<file path="src/rtl/gray_seq_if.sv">
// Control/config and code-output bundle for gray_seq_ctrl.
// master: configuration/control side plus consumer ready; slave: the sequencer.
interface gray_seq_if #(
  parameter int unsigned WIDTH = 4,
  parameter int unsigned DIV_W = 4
);
  logic             start;
  logic             abort;
  logic [WIDTH-1:0] cfg_first;
  logic [WIDTH-1:0] cfg_last;
  logic             cfg_dir;
  logic             cfg_loop;
  logic [DIV_W-1:0] cfg_div;
  logic             out_valid;
  logic             out_ready;
  logic [WIDTH-1:0] out_bin;
  logic [WIDTH-1:0] out_gray;
  logic             busy;
  logic             done;
  logic             wrap;
  logic             err;

  modport master (
    output start, abort, cfg_first, cfg_last, cfg_dir, cfg_loop, cfg_div, out_ready,
    input  out_valid, out_bin, out_gray, busy, done, wrap, err
  );

  modport slave (
    input  start, abort, cfg_first, cfg_last, cfg_dir, cfg_loop, cfg_div, out_ready,
    output out_valid, out_bin, out_gray, busy, done, wrap, err
  );
endinterface

</file>
<file path="src/rtl/gray_seq_ctrl.sv">
// Gray-code sequencer: walks a cyclic binary range up or down, presenting each
// code with its Gray equivalent on a valid/ready port, with optional looping and
// a programmable idle gap after each transfer.
// Optional macro GRAY_CHECK_EN adds a sticky Gray-adjacency checker on err.
module gray_seq_ctrl #(
  parameter int unsigned WIDTH = 4,
  parameter int unsigned DIV_W = 4
) (
  input logic      clk,
  input logic      rst_n,
  gray_seq_if.slave bus
);

  typedef enum logic [1:0] {
    S_IDLE    = 2'd0,
    S_PRESENT = 2'd1,
    S_GAP     = 2'd2,
    S_DONE    = 2'd3
  } state_t;

  state_t           state_q, state_n;
  logic [WIDTH-1:0] bin_q, bin_n;
  logic [WIDTH-1:0] gray_q;
  logic [DIV_W-1:0] gap_q, gap_n;
  logic [WIDTH-1:0] first_q, last_q;
  logic             dir_q, loop_q;
  logic [DIV_W-1:0] div_q;
  logic             valid_q, busy_q, done_q, wrap_q;
  logic             wrap_n;
  logic             cfg_load;
  logic             xfer;

  // valid_q is high exactly while in PRESENT, so it doubles as the transfer qualifier
  assign xfer = valid_q & bus.out_ready;

  // State register
  always_ff @(posedge clk or negedge rst_n) begin
    if (!rst_n) state_q <= S_IDLE;
    else        state_q <= state_n;
  end

  // Next-state, next code, gap counter and wrap decode; abort overrides everything
  always_comb begin
    state_n  = state_q;
    bin_n    = bin_q;
    gap_n    = gap_q;
    wrap_n   = 1'b0;
    cfg_load = 1'b0;
    if (bus.abort) begin
      state_n = S_IDLE;
    end else begin
      unique case (state_q)
        S_IDLE: begin
          if (bus.start) begin
            cfg_load = 1'b1;
            bin_n    = bus.cfg_first;
            state_n  = S_PRESENT;
          end
        end
        S_PRESENT: begin
          if (xfer) begin
            if ((bin_q == last_q) && !loop_q) begin
              state_n = S_DONE;
            end else begin
              if (bin_q == last_q) begin
                bin_n  = first_q;
                wrap_n = 1'b1;
              end else if (dir_q) begin
                bin_n = bin_q - WIDTH'(1);
              end else begin
                bin_n = bin_q + WIDTH'(1);
              end
              if (div_q == '0) begin
                state_n = S_PRESENT;
              end else begin
                state_n = S_GAP;
                gap_n   = div_q;
              end
            end
          end
        end
        S_GAP: begin
          gap_n = gap_q - DIV_W'(1);
          if (gap_q <= DIV_W'(1)) state_n = S_PRESENT;
        end
        S_DONE: state_n = S_IDLE;
        default: state_n = S_IDLE;
      endcase
    end
  end

  // Code, gap counter and registered status outputs
  always_ff @(posedge clk or negedge rst_n) begin
    if (!rst_n) begin
      bin_q   <= '0;
      gray_q  <= '0;
      gap_q   <= '0;
      valid_q <= 1'b0;
      busy_q  <= 1'b0;
      done_q  <= 1'b0;
      wrap_q  <= 1'b0;
    end else begin
      bin_q   <= bin_n;
      gray_q  <= bin_n ^ (bin_n >> 1);
      gap_q   <= gap_n;
      valid_q <= (state_n == S_PRESENT);
      busy_q  <= (state_n == S_PRESENT) || (state_n == S_GAP);
      done_q  <= (state_n == S_DONE);
      wrap_q  <= wrap_n;
    end
  end

  // Configuration snapshot taken on an accepted start
  always_ff @(posedge clk or negedge rst_n) begin
    if (!rst_n) begin
      first_q <= '0;
      last_q  <= '0;
      dir_q   <= 1'b0;
      loop_q  <= 1'b0;
      div_q   <= '0;
    end else if (cfg_load) begin
      first_q <= bus.cfg_first;
      last_q  <= bus.cfg_last;
      dir_q   <= bus.cfg_dir;
      loop_q  <= bus.cfg_loop;
      div_q   <= bus.cfg_div;
    end
  end

`ifdef GRAY_CHECK_EN
  logic [WIDTH-1:0] prev_q;
  logic             armed_q;
  logic             err_q;

  // Sticky adjacency check; first transfer of a pass and after a loop reload is exempt
  always_ff @(posedge clk or negedge rst_n) begin
    if (!rst_n) begin
      prev_q  <= '0;
      armed_q <= 1'b0;
      err_q   <= 1'b0;
    end else if (cfg_load) begin
      armed_q <= 1'b0;
      err_q   <= 1'b0;
    end else if (xfer) begin
      if (armed_q && ($countones(prev_q ^ gray_q) != 1)) err_q <= 1'b1;
      prev_q  <= gray_q;
      armed_q <= !((bin_q == last_q) && loop_q);
    end
  end

  assign bus.err = err_q;
`else
  assign bus.err = 1'b0;
`endif

  assign bus.out_valid = valid_q;
  assign bus.out_bin   = bin_q;
  assign bus.out_gray  = gray_q;
  assign bus.busy      = busy_q;
  assign bus.done      = done_q;
  assign bus.wrap      = wrap_q;

endmodule

</file>
<file path="src/flat_wrapper.sv">
// flat-port wrapper written by rule: the top's interface ports become plain ports
module gray_seq_ctrl_flat 
#(
  parameter int unsigned WIDTH = 4,
  parameter int unsigned DIV_W = 4
)
  (clk, rst_n, bus_start, bus_abort, bus_cfg_first, bus_cfg_last, bus_cfg_dir, bus_cfg_loop, bus_cfg_div, bus_out_ready, bus_out_valid, bus_out_bin, bus_out_gray, bus_busy, bus_done, bus_wrap, bus_err);
  gray_seq_if #(.WIDTH(WIDTH), .DIV_W(DIV_W)) bus_i ();
  input logic clk;
  input logic rst_n;
  input wire logic [$bits(bus_i.start)-1:0] bus_start;
  input wire logic [$bits(bus_i.abort)-1:0] bus_abort;
  input wire logic [$bits(bus_i.cfg_first)-1:0] bus_cfg_first;
  input wire logic [$bits(bus_i.cfg_last)-1:0] bus_cfg_last;
  input wire logic [$bits(bus_i.cfg_dir)-1:0] bus_cfg_dir;
  input wire logic [$bits(bus_i.cfg_loop)-1:0] bus_cfg_loop;
  input wire logic [$bits(bus_i.cfg_div)-1:0] bus_cfg_div;
  input wire logic [$bits(bus_i.out_ready)-1:0] bus_out_ready;
  output wire logic [$bits(bus_i.out_valid)-1:0] bus_out_valid;
  output wire logic [$bits(bus_i.out_bin)-1:0] bus_out_bin;
  output wire logic [$bits(bus_i.out_gray)-1:0] bus_out_gray;
  output wire logic [$bits(bus_i.busy)-1:0] bus_busy;
  output wire logic [$bits(bus_i.done)-1:0] bus_done;
  output wire logic [$bits(bus_i.wrap)-1:0] bus_wrap;
  output wire logic [$bits(bus_i.err)-1:0] bus_err;
  assign bus_i.start = bus_start;
  assign bus_i.abort = bus_abort;
  assign bus_i.cfg_first = bus_cfg_first;
  assign bus_i.cfg_last = bus_cfg_last;
  assign bus_i.cfg_dir = bus_cfg_dir;
  assign bus_i.cfg_loop = bus_cfg_loop;
  assign bus_i.cfg_div = bus_cfg_div;
  assign bus_i.out_ready = bus_out_ready;
  assign bus_out_valid = bus_i.out_valid;
  assign bus_out_bin = bus_i.out_bin;
  assign bus_out_gray = bus_i.out_gray;
  assign bus_busy = bus_i.busy;
  assign bus_done = bus_i.done;
  assign bus_wrap = bus_i.wrap;
  assign bus_err = bus_i.err;
  gray_seq_ctrl #(.WIDTH(WIDTH), .DIV_W(DIV_W)) u_core (.clk(clk), .rst_n(rst_n), .bus(bus_i));
endmodule
</file>
<file path="config.mk">
export PLATFORM = sky130hd
export DESIGN_NAME = gray_seq_ctrl_flat
export DESIGN_NICKNAME = d
export VERILOG_FILES = /design/src/rtl/gray_seq_if.sv /design/src/rtl/gray_seq_ctrl.sv /design/src/flat_wrapper.sv
export SDC_FILE = /design/constraint.sdc
export NUM_CORES = 1
export LEC_CHECK = 0
export ABC_AREA = 1
export ABC_CLOCK_PERIOD_IN_PS = 2300
export BUFFER_PORTS_ARGS = -buffer_cell sky130_fd_sc_hd__buf_2
export CAP_MARGIN = 30
export CORE_UTILIZATION = 40
export CTS_CLUSTER_DIAMETER = 100
export DETAILED_ROUTE_END_ITERATION = 7
export PLACE_DENSITY_LB_ADDON = 0.1
export SETUP_SLACK_MARGIN = 0.4
export SYNTH_ARGS = -nofsm -noshare
export SYNTH_HDL_FRONTEND = slang
export SYNTH_SLANG_ARGS = --single-unit
</file>
<file path="constraint.sdc">
create_clock -name clk -period 2.3 [get_ports clk]
set_input_delay 0.345 -clock clk [delete_from_list [all_inputs] [get_ports clk]]
set_output_delay 0.345 -clock clk [all_outputs]
set_load 0.02 [all_outputs]
</file>
# ---- After elaboration in Yosys (flattened, before gate mapping)
# Cells that the tools add are included.
# W data, S select, Z words.
dict set report totals {
  elab_cells 63
  register_bits 32
}
dict set report op_classes {
  reduce_logical 7
  n_addsub 3
  eq_ne 10
  magnitude_cmp 1
  bitwise 3
  mux 26
}
# cell n
set ops {}
lappend ops {{$mux W4} 9}
lappend ops {{$pmux W4 S2} 2}
lappend ops {{$mux W2} 6}
lappend ops {{$eq A2 B2 Y1 const B} 4}
lappend ops {{$mux W1} 8}
lappend ops {{$pmux W2 S4} 1}
lappend ops {{$sub A4 B1 Y4 const B} 2}
lappend ops {{$reduce_and A5 Y1} 1}
lappend ops {{$add A4 B1 Y4 const B} 1}
lappend ops {{$eq A2 B1 Y1 const B} 2}
lappend ops {{$eq A4 B4 Y1} 1}
lappend ops {{$le A4 B1 Y1 const B} 1}
lappend ops {{$logic_not A4 Y1} 1}
lappend ops {{$ne A2 B2 Y1 const B} 2}
lappend ops {{$xor A4 B3 Y4} 1}
lappend ops {{$logic_not A2 Y1} 1}
lappend ops {{$ne A2 B1 Y1 const B} 1}
lappend ops {{$reduce_bool A2 Y1} 1}
lappend ops {{$and A1 B1 Y1} 1}
lappend ops {{$logic_and A1 B1 Y1} 1}
lappend ops {{$logic_not A1 Y1} 1}
lappend ops {{$logic_or A1 B1 Y1} 1}
lappend ops {{$not A1 Y1} 1}

# ---- Depth between registers and ports, before layout
# Gate-level depths: netlist (run 1).
dict set report logic_depth {
  word_depth 8
  ltp_mapped 14
  depth_no_buf 14
}

# ---- Worst setup path after synthesis (run 1)
# No wires, ideal clock.
dict set report synth_path {
  path_kind {reg2reg}
  start {register u_core.bin_q[1] (netlist: u_core.bus.out_bin[1])}
  end {register u_core.busy_q (netlist: u_core.bus.busy)}
  arrival_time_ns 1.650
  slack_ns 0.537
  required_time_ns 2.187
  n_path_buf 0
  path_stages_with_launch 12
  path_cell_list {dfrtp_1 -> inv_2 -> nand2_1 -> nand2_1 -> nor2_4 -> nand3_2 -> nand2_2 -> o22ai_1 -> o21ai_0 -> nand3_1 -> ha_1 -> inv_1}
}
dict set report synth_via {
  elab_chain_len 8
}
# element line
set synth_rtl {}
lappend synth_rtl {{from (decl)} gray_seq_ctrl.sv:22} ;# logic [WIDTH-1:0] bin_q, bin_n;
lappend synth_rtl {{from (signal assigned)} gray_seq_ctrl.sv:103} ;# bin_q <= bin_n;
lappend synth_rtl {{$eq A4 B4 Y1 (*)} gray_seq_ctrl.sv:62} ;# if ((bin_q == last_q) && !loop_q) begin
lappend synth_rtl {{$logic_and A1 B1 Y1 (*)} gray_seq_ctrl.sv:62}
lappend synth_rtl {{$mux W2 (*)} gray_seq_ctrl.sv:62}
lappend synth_rtl {{$mux W2 (*)} gray_seq_ctrl.sv:61} ;# if (xfer) begin
lappend synth_rtl {{$pmux W2 S4 (*)} gray_seq_ctrl.sv:52} ;# unique case (state_q)
lappend synth_rtl {{$mux W2 (*)} gray_seq_ctrl.sv:49} ;# if (bus.abort) begin
lappend synth_rtl {{$eq A2 B1 Y1 / $eq A2 B2 Y1 (equally long branches)} gray_seq_ctrl.sv:107} ;# busy_q <= (state_n == S_PRESENT) || (state_n == S_GAP);
lappend synth_rtl {{$logic_or A1 B1 Y1 (*)} gray_seq_ctrl.sv:107}
lappend synth_rtl {{to (signal assigned)} gray_seq_ctrl.sv:107}
lappend synth_rtl {{to (decl)} gray_seq_ctrl.sv:28} ;# logic valid_q, busy_q, done_q, wrap_q;
# Mark *: on every way between the ends. The rest lies on a longest branch, timed or not.
# A chain may end at the register's enable or synchronous reset.

# ---- Final worst setup path (run 1)
dict set report layout_path {
  start {register u_core.bin_q[1] (netlist: u_core.bus.out_bin[1])}
  end {register u_core.gray_q[1] (netlist: u_core.bus.out_gray[1])}
}
dict set report layout_via {
  elab_chain_len 8
}
# element line
set layout_rtl {}
lappend layout_rtl {{$add A4 B1 Y4 / $sub A4 B1 Y4 (equally long branches)} {gray_seq_ctrl.sv:71, gray_seq_ctrl.sv:69}}
lappend layout_rtl {{$mux W4} gray_seq_ctrl.sv:68} ;# end else if (dir_q) begin
lappend layout_rtl {{$mux W4} gray_seq_ctrl.sv:65} ;# if (bin_q == last_q) begin
lappend layout_rtl {{$mux W4} gray_seq_ctrl.sv:62}
lappend layout_rtl {{$mux W4} gray_seq_ctrl.sv:61}
lappend layout_rtl {{$pmux W4 S2} gray_seq_ctrl.sv:52}
lappend layout_rtl {{$mux W4 (*)} gray_seq_ctrl.sv:49}
lappend layout_rtl {{net u_core.bin_n[1]} gray_seq_ctrl.sv:22}
lappend layout_rtl {{$xor A4 B3 Y4 (*)} gray_seq_ctrl.sv:104} ;# gray_q <= bin_n ^ (bin_n >> 1);
lappend layout_rtl {{to (signal assigned)} gray_seq_ctrl.sv:104}
lappend layout_rtl {{to (decl)} gray_seq_ctrl.sv:23} ;# logic [WIDTH-1:0] gray_q;
# The timed path passes the listed nets; every way through them passes the cells marked *.

==> flow_metrics.tcl, run 1 <==
set metrics [dict create \
    status "completed" \
    route.antenna.remaining_nets 0 \
    via_count 1572 \
    final_cells 325 \
    drtIter0Drc 120 \
    hold_class "input pin to async pin" \
    layout.nets 301 \
    numCtsBuffers 5 \
    worstSetupEndpointType "register" \
    drt_first_pass_iters 4 \
    h-tree-depth 2 \
    coreArea_um2 4350 \
    syn_inst 236 \
    rsz0062_at_grt "yes" \
    start_util_pct 41.5 \
    power_uw 3150 \
    place_inst 314 \
    cp.arrival_ns 2.02 \
    cts-hold-fix-buffers 0 \
    async_reset_ff_share_pct 100 \
    area_delta_synth_final_pct 19.3 \
    crit_top_cell "nand2_1" \
    synth_fp_nets 265 \
    path_buf_inv 1 \
    synth_common_cells "nand2_1 (75), dfrtp_1 (31), inv_1 (29)" \
    syn_area_um2 1810 \
    ys_top_cells_by_area "dfrtp_1 (43%), nand2_1 (16%), ha_1 (6.2%), inv_1 (6.0%), o21ai_0 (4.4%)" \
    path_delay_family "adder cells" \
    drv_slew 0 \
    period_needed_ns 1.84 \
    dieArea_um2 4790 \
    synth.avg_cell_area_um2 7.66 \
    die_y_um 69.2 \
    max_cap_viol_count 0 \
    drive_above_1_share_pct 26.4 \
    yosysTopAreaCell "dfrtp_1" \
    leakage_uw 0.00115 \
    antenna_found_initial 0 \
    fin_skew_ns 0.00361 \
    cts_buffer_depth 2 \
    clock.fmax_ghz 0.543 \
    grt_max_degree 32 \
    grtUsageTotal_pct 19.1 \
    setup_viol 0 \
    slowest_stage "fa_2" \
    synthFlopType "dfrtp_1" \
    yosysMostFrequentCell "nand2_1" \
    synth-edff-count 0 \
    synth_seq_area_share_pct 42.9 \
    synth_top_area_share_pct 42.9 \
    cts_num_sinks 31 \
    pin_count 32 \
    rows 24 \
    n_antenna_cell 0 \
    crit_chain "fa_2 > nor2_2 > a21oi_2 > nand3_1 > nand2_1 > nand2_1 > nand2_2 > clkinv_2 > nand2_2 > nand2_1" \
    hold_violations 0 \
    path_max_fanout 6 \
    cp.required_ns 2.48 \
    gr-total-overflow 0 \
    final.setup.tns_ns 0 \
    vdd.ir_drop.worst_v 0.000611 \
    slew_headroom_pct 54.3 \
    yosys_warnings 0 \
    ys_seq_elements 31 \
    dp_hpwl_mm 3.06 \
    min_period_over_period_pct 80.1 \
    cts_tree "done" \
    viasPerCell 4.84 \
    worstSetupStartpointType "register" \
    path_class "register to register" \
    ys_types 31 \
    wl_per_cell_um 12.5 \
    insertion_delay_ns 0.29 \
    cpPeakStageDelay_ns 0.61 \
    reg2reg_from "u_core.bus.out_bin[1]" \
    power_density_nw_per_um2 1460 \
    clockRootBuffer "clkbuf_8" \
    gp_congestion 0.858 \
    critPathLaunch "u_core.bus.out_bin[1]" \
    drcViolationCount 0 \
    grt_pass1_wl_mm 7.14 \
    grt_pass1_vias 1507 \
    drt-total-wl_mm 4.08 \
    die_w_um 69.2 \
    clkSlewWorstSetupHoldPaths_ns 0.07 \
    tightest_slew_ns 0.686 \
    port_buffers 30 \
]
## layer usage
metal,vias up,global-route usage (%),wire length [um]
li1,809,-,-
met4,0,7.48,60
met3,4,4.51,156
met5,-,0,0
met2,28,28.6,1820
met1,731,26.6,2040
## state kept, by name, summed over array words and instances, names as in the netlist, 2 cells and up
signal and cells:
u_core.div_q 4, u_core.bus.out_bin 4, u_core.state_q 2, u_core.bus.out_gray 3
u_core.last_q 4, u_core.gap_q 4, u_core.first_q 4
## path summary, 6_finish.rpt
kind | endpoint | depth (start not counted) | slack [ns]
max in group asynchronous | u_core.dir_q | 1 | 1.72
worst min register to register | u_core.first_q[0] | 2 | 0.49
worst min-delay path | u_core.gap_q[2] | 1 | 0.09
worst max register to register | u_core.bus.out_gray[1] | 10 | 0.46
min in group clk | u_core.div_q[1] | 3 | 0.26
worst max-delay path | u_core.bus.out_gray[1] | 10 | 0.46
## final cells by class
cell class              count  area, um2
repair buffers             34        180
clock buffers               8        100
flip-flops and latches     31        781
fillers                   464       2200
multi-input cells         165        896
well taps                  52       65.1
inverters                  35        133
## through the flow
stage / hold WS, ns / cell area (um2) / util, % / setup slack (ns)
final: 0.0932 / 2150 / 49.5 / 0.458
after detailed placement: 0.440 / 2000 / 46.0 / 0.381
after floorplan: 0.0494 / 1810 / - / 0.537
after global placement: 0.437 / 2000 / 46.0 / 0.375
after global routing: 0.155 / 2150 / 49.5 / 0.347
after CTS: 0.123 / 2100 / 48.3 / 0.409
## logic make-up (layout without fill, tap and decap cells)
family | Yosys count | after routing | share of synthesized area [%]
AND/OR/NAND/NOR | 117 | 117 | 29.0
AO/OA/AOI/OAI | 36 | 36 | 11.2
buffers and inverters | 40 | 77 | 8.79
adder cells (fa/ha/maj) | 10 | 10 | 7.34
flip-flops | 31 | 31 | 42.9
XOR/XNOR | 1 | 1 | 0.485
other | 1 | 1 | 0.208
## report_power, final
group | leakage [uW] | internal, uW | switching [uW] | total [uW]
registers | 0.000385 | 798 | 194 | 992
logic | 0.000717 | 622 | 1050 | 1680
clock network | 0.0000515 | 273 | 209 | 482
## cells in the final DEF, fill, tap and decap left out, types with 4 or more instances in the layout
cell type and n:
nand2_2 7, dfrtp_1 27, a21oi_2 4, o22ai_1 4, nand3_1 14, nand2_1 73, a21oi_1 6, inv_2 5
ha_1 9, o21ai_0 15, dfrtp_2 4, inv_1 28, nor2_1 11, buf_4 4, buf_2 30, clkbuf_8 7
## worst register-to-register path, delay by kind of cell, from the launching register on
kind | cells | cell delay, ns
compound gates | 1 | 0.10
simple gates | 7 | 0.48
buf+inv | 1 | 0.07
fa+ha+maj | 1 | 0.61
flops | 1 | 0.47
## timing repair
action,CTS,global route
endpoints found under the setup margin,1,7
resized for setup,1,13
pin swaps,0,9
buffers inserted,0,3
(Power assumes the default switching activity.)
==> run 2: changes to the inputs <==
--- a/config.mk
+++ b/config.mk
@@ -6,7 +6,7 @@
 export NUM_CORES = 1
 export LEC_CHECK = 0
 export ABC_AREA = 1
-export ABC_CLOCK_PERIOD_IN_PS = 2300
+export ABC_CLOCK_PERIOD_IN_PS = 1700
 export BUFFER_PORTS_ARGS = -buffer_cell sky130_fd_sc_hd__buf_2
 export CAP_MARGIN = 30
 export CORE_UTILIZATION = 40
==> constraint.sdc (replaced) <==
create_clock -name clk -period 1.7 [get_ports clk]
set_input_delay 0.255 -clock clk [delete_from_list [all_inputs] [get_ports clk]]
set_output_delay 0.255 -clock clk [all_outputs]
set_load 0.02 [all_outputs]
==> flow_metrics.tcl, run 2 (synthesized netlist as in run 1, its figures left out) <==
set metrics [dict create \
    status "finished, violations left" \
    violations "negative hold slack, negative setup slack" \
    power_density_nw_per_um2 2000 \
    viasPerCell 4.90 \
    setup_viol 5 \
    placed_cell_area_um2 2240 \
    fin_skew_ns 0.00376 \
    rsz0062_at_grt "yes" \
    hold_violations 31 \
    final_cells 369 \
    cts_buffer_depth 2 \
    route.antenna.remaining_nets 0 \
    antenna_found_initial 0 \
    clock.fmax_ghz 0.574 \
    rows 24 \
    cts_tree "done" \
    post-route-util_pct 65.8 \
    cts-hold-fix-buffers 0 \
    min_period_over_period_pct 103 \
    drcViolationCount 0 \
    clockRootBuffer "clkbuf_8" \
    grtUsageTotal_pct 23.3 \
    n_fill_cell 369 \
    coreArea_um2 4350 \
    design_area_um2 2860 \
    critPathLaunch "u_core.dir_q" \
    cp.arrival_ns 1.92 \
    grt_max_degree 32 \
    grt_pass1_wl_mm 8.71 \
    path_max_fanout 4 \
    numCtsBuffers 5 \
    clkSlewWorstSetupHoldPaths_ns 0.07 \
    power_uw 5730 \
    pin_count 32 \
    die_w_um 69.2 \
    area_delta_synth_final_pct 58.5 \
    grt_pass1_vias 1820 \
    drive_above_1_share_pct 52.7 \
    drtIter0Drc 68 \
    ff2ff_path_depth 10 \
    cts_num_sinks 31 \
    reg2reg_from "u_core.dir_q" \
    cp-endpoint "u_core.bus.out_gray[0]" \
    die_y_um 69.2 \
    gr-total-overflow 0 \
    place_inst 335 \
    port_buffers 30 \
    vdd.ir_drop.worst_v 0.00110 \
    whs_ns -0.0146 \
    period_needed_ns 1.74 \
    leakage_uw 0.00144 \
    drt_first_pass_iters 4 \
    hold_class "input pin to async pin" \
    dieArea_um2 4790 \
    dp_hpwl_mm 3.37 \
    worstSetupStartpointType "register" \
    start_util_pct 41.5 \
    drt-total-wl_mm 5.26 \
    r2r_end "u_core.bus.out_gray[0]" \
    layout.nets 345 \
    worstSetupEndpointType "register" \
    n_antenna_cell 0 \
    setup_slack_ns -0.0427 \
    via_count 1807 \
    path_class "register to register" \
    rrSetupSlack_ns -0.04 \
    insertion_delay_ns 0.28 \
    final.setup.tns_ns -0.167 \
    mostFrequentLayoutCell "nand2_1" \
    gp_congestion 0.823 \
    cp.required_ns 1.87 \
    h-tree-depth 2 \
    drv_slew 0 \
    max_cap_viol_count 0 \
    final_cell_mix "nand2_1 (47), buf_4 (34), nand2_2 (28)" \
    wl_per_cell_um 14.3 \
]
## run 2: changes by cell type in the layout (fill, tap and decap cells not counted), moves of 6 or more
cell	delta
inv_1	-8
inv_2	+6
nand2_2	+21
nand3_1	-7
buf_6	+9
o21ai_0	-11
o21ai_1	+9
nand3_2	+6
buf_4	+30
nand2_1	-26
## run 2: how the worst min path moves through the flow
stage / to / cells past startpoint / startpoint
2_1_floorplan: u_core.bus.busy / 0 / rst_n
3_3_place_gp: u_core.div_q[2] / 2 / rst_n
3_5_place_dp: u_core.div_q[2] / 2 / rst_n
4_1_cts: u_core.div_q[2] / 2 / rst_n
5_1_grt: u_core.div_q[2] / 2 / rst_n
6_report: u_core.first_q[3] / 2 / rst_n
## run 2: where the power goes
| group | total [uW] | switching [uW] | internal (uW) |
|---|---|---|---|
| Combinational | 3790 | 2000 | 1790 |
| Sequential | 1370 | 281 | 1080 |
| Clock | 571 | 283 | 287 |
| Total | 5730 | 2570 | 3160 |
## run 2: what timing repair did
action | in CTS | in global routing
pin swaps | 19 | 15
setup buffers | 20 | 3
gates resized for setup | 54 | 29
gates cloned | 2 | 1
setup endpoints to repair | 27 | 34
## run 2: cell type report
| cell class | count | area [um2] | area share (%) |
|---|---|---|---|
| Inverter | 35 | 138 | 4.81 |
| Clock inverter | 1 | 5.00 | 0.175 |
| Tap cell | 52 | 65.1 | 2.27 |
| Multi-Input combinational cell | 165 | 1120 | 39.3 |
| Timing Repair Buffer | 78 | 672 | 23.5 |
| Clock buffer | 7 | 76.3 | 2.66 |
| Sequential cell | 31 | 783 | 27.3 |
## run 2: worst max-delay path, cell delays in order (launching register included)
cell	delay [ns]
dfrtp_2	0.45
fa_1	0.56
nor2_1	0.06
a21oi_2	0.13
nand3_2	0.08
nand2_2	0.07
nand2_2	0.06
nand2_4	0.08
clkinv_2	0.06
nand2_1	0.05
nand2_1	0.04
## run 2: stage by stage
stage,setup WS (ns),hold slack (ns)
after floorplan,0.0576,-0.0406
after global placement,-0.0569,0.301
after detailed placement,-0.0537,0.302
after CTS,-0.0647,0.00312
after global routing,-0.171,0.0264
final,-0.0427,-0.0146
## run 2: per-layer routing
layer  up-vias  global-route usage, %  wire length, um  part of all wire (%)
li1        901                      -                -                     -
met1       847                   30.0             2250                    43
met2        47                   38.6             2640                    50
met3        12                   5.67              267                   5.1
met4         0                   7.03              113                   2.1
met5         -                      0                0                     0
==> run 3: changes to the inputs <==
--- a/config.mk
+++ b/config.mk
@@ -11,9 +11,9 @@
 export CAP_MARGIN = 30
 export CORE_UTILIZATION = 40
 export CTS_CLUSTER_DIAMETER = 100
+export CTS_CLUSTER_SIZE = 40
 export DETAILED_ROUTE_END_ITERATION = 7
 export PLACE_DENSITY_LB_ADDON = 0.1
-export SETUP_SLACK_MARGIN = 0.4
 export SYNTH_ARGS = -nofsm -noshare
 export SYNTH_HDL_FRONTEND = slang
 export SYNTH_SLANG_ARGS = --single-unit
==> flow_metrics.tcl, run 3 (synthesized netlist as in run 1, its figures left out) <==
set metrics [dict create \
    dp_hpwl_mm 3.25 \
    period_needed_ns 1.74 \
    insertion_delay_ns 0.28 \
    clockRootBuffer "clkbuf_8" \
    setup_viol 3 \
    final_cells 349 \
    viasPerCell 4.72 \
    wl_per_cell_um 12.1 \
    hold_violations 0 \
    status "finished, violations left" \
    n_fill_cell 431 \
    grt_pass1_wl_mm 7.30 \
    rrSetupSlack_ns -0.04 \
    gr-total-overflow 0 \
    place_inst 337 \
    drt_first_pass_iters 4 \
    worstSetupStartpointType "register" \
    worstSetupEndpointType "register" \
    grt_pass1_vias 1604 \
    min_to "u_core.dir_q" \
    port_buffers 30 \
    drcViolationCount 0 \
    cp.required_ns 1.87 \
    violations "negative setup slack" \
    design_area_um2 2380 \
    clock.fmax_ghz 0.574 \
    die_w_um 69.2 \
    grtUsageTotal_pct 19.2 \
    layout.nets 325 \
    drt-total-wl_mm 4.22 \
    ff2ff_path_depth 14 \
    antenna_found_initial 0 \
    reg2reg_from "u_core.dir_q" \
    min_period_over_period_pct 102 \
    hold_path_depth 3 \
    coreArea_um2 4350 \
    cts_num_sinks 31 \
    placed_cell_area_um2 2210 \
    via_count 1647 \
    leakage_uw 0.00128 \
    path_max_fanout 4 \
    cts_tree "done" \
    drive_above_1_share_pct 32.7 \
    cts_buffer_depth 2 \
    fin_skew_ns 0.00394 \
    power_density_nw_per_um2 1970 \
    dieArea_um2 4790 \
    path_class "register to register" \
    start_util_pct 41.5 \
    r2r_end "u_core.bus.out_gray[2]" \
    mostFrequentLayoutCell "nand2_1" \
    die_y_um 69.2 \
    grt_max_degree 32 \
    numCtsBuffers 5 \
    final.setup.tns_ns -0.111 \
    n_antenna_cell 0 \
    route.antenna.remaining_nets 0 \
    hp-start "bus_cfg_dir" \
    gp_congestion 0.843 \
    clkSlewWorstSetupHoldPaths_ns 0.06 \
    cp.arrival_ns 1.92 \
    power_uw 4690 \
    final_cell_mix "nand2_1 (69), buf_2 (30), inv_1 (28)" \
    whs_ns 0.172 \
    vdd.ir_drop.worst_v 0.00111 \
    h-tree-depth 2 \
    max_cap_viol_count 0 \
    drv_slew 0 \
    pin_count 32 \
    setup_slack_ns -0.0412 \
    area_delta_synth_final_pct 31.9 \
    hold_class "input pin to register" \
    drtIter0Drc 92 \
    rows 24 \
    rsz0062_at_grt "yes" \
]
run 3: changes by cell type in the layout (fill, tap and decap cells not counted), sizes merged:
cell and change:
buf -20, clkinv -2, inv +1, dlygate4sd3 +1
run 3: repair_timing:
item                                    CTS  global route
setup buffers                             2             1
endpoints found under the hold margin    31             0
hold buffers                              1             0
resized for setup                         4            11
endpoints found under the setup margin    6            14
pin swaps                                 5             9
cloned                                    0             0
run 3: worst max path at each step:
| stage | startpoint | endpoint | slack, ns | depth (start not counted) |
|---|---|---|---|---|
| after floorplan | u_core.bus.out_bin[0] | u_core.bus.out_gray[1] | 0.01 | 10 |
| after global placement | u_core.bus.out_bin[2] | u_core.bus.out_gray[2] | -0.08 | 13 |
| after detailed placement | u_core.dir_q | u_core.bus.out_gray[2] | -0.09 | 13 |
| after CTS | u_core.bus.out_bin[1] | u_core.bus.out_gray[0] | -0.08 | 10 |
| after global routing | u_core.bus.out_bin[1] | u_core.bus.out_gray[2] | -0.19 | 14 |
| final | u_core.dir_q | u_core.bus.out_gray[2] | -0.04 | 14 |
run 3: cell type report:
cell class	instances	area, um2	share of cell area [%]
sequential	31	781	32.8
tap	52	65.1	2.73
clock buffer	8	100	4.20
timing repair buffer	58	388	16.3
multi-input combinational	165	915	38.4
inverter	35	134	5.62
run 3: metal layers:
| layer | global-route usage [%] | routed length, um |
|---|---|---|
| met1 | 27.5 | 2160 |
| met2 | 29.1 | 1820 |
| met3 | 4.65 | 200 |
| met4 | 5.22 | 43 |
| met5 | 0 | 0 |
run 3: critical path: stages (launching register included):
cell and delay, ns:
dfrtp_1 0.45, buf_4 0.16, ha_1 0.26, nand3_1 0.08, nand2_1 0.06, nand2_1 0.06
nand3_1 0.07, nand2_1 0.07, nand2_1 0.05, nand2_1 0.06, nand2_1 0.06, nand2_2 0.08
nand2_2 0.06, nand2_1 0.06, nand2_1 0.05
run 3: where the power goes:
group	switching, uW	internal, uW
clock	274	369
combinational	1550	1180
sequential	239	1080
run 3: stage by stage:
stage | setup slack, ns | util (%)
3_3_place_gp | -0.0772 | 50.7
4_1_cts | -0.0825 | 53.7
6_report | -0.0412 | 54.7
3_5_place_dp | -0.0940 | 50.7
2_1_floorplan | 0.0109 | -
5_1_grt | -0.189 | 54.7
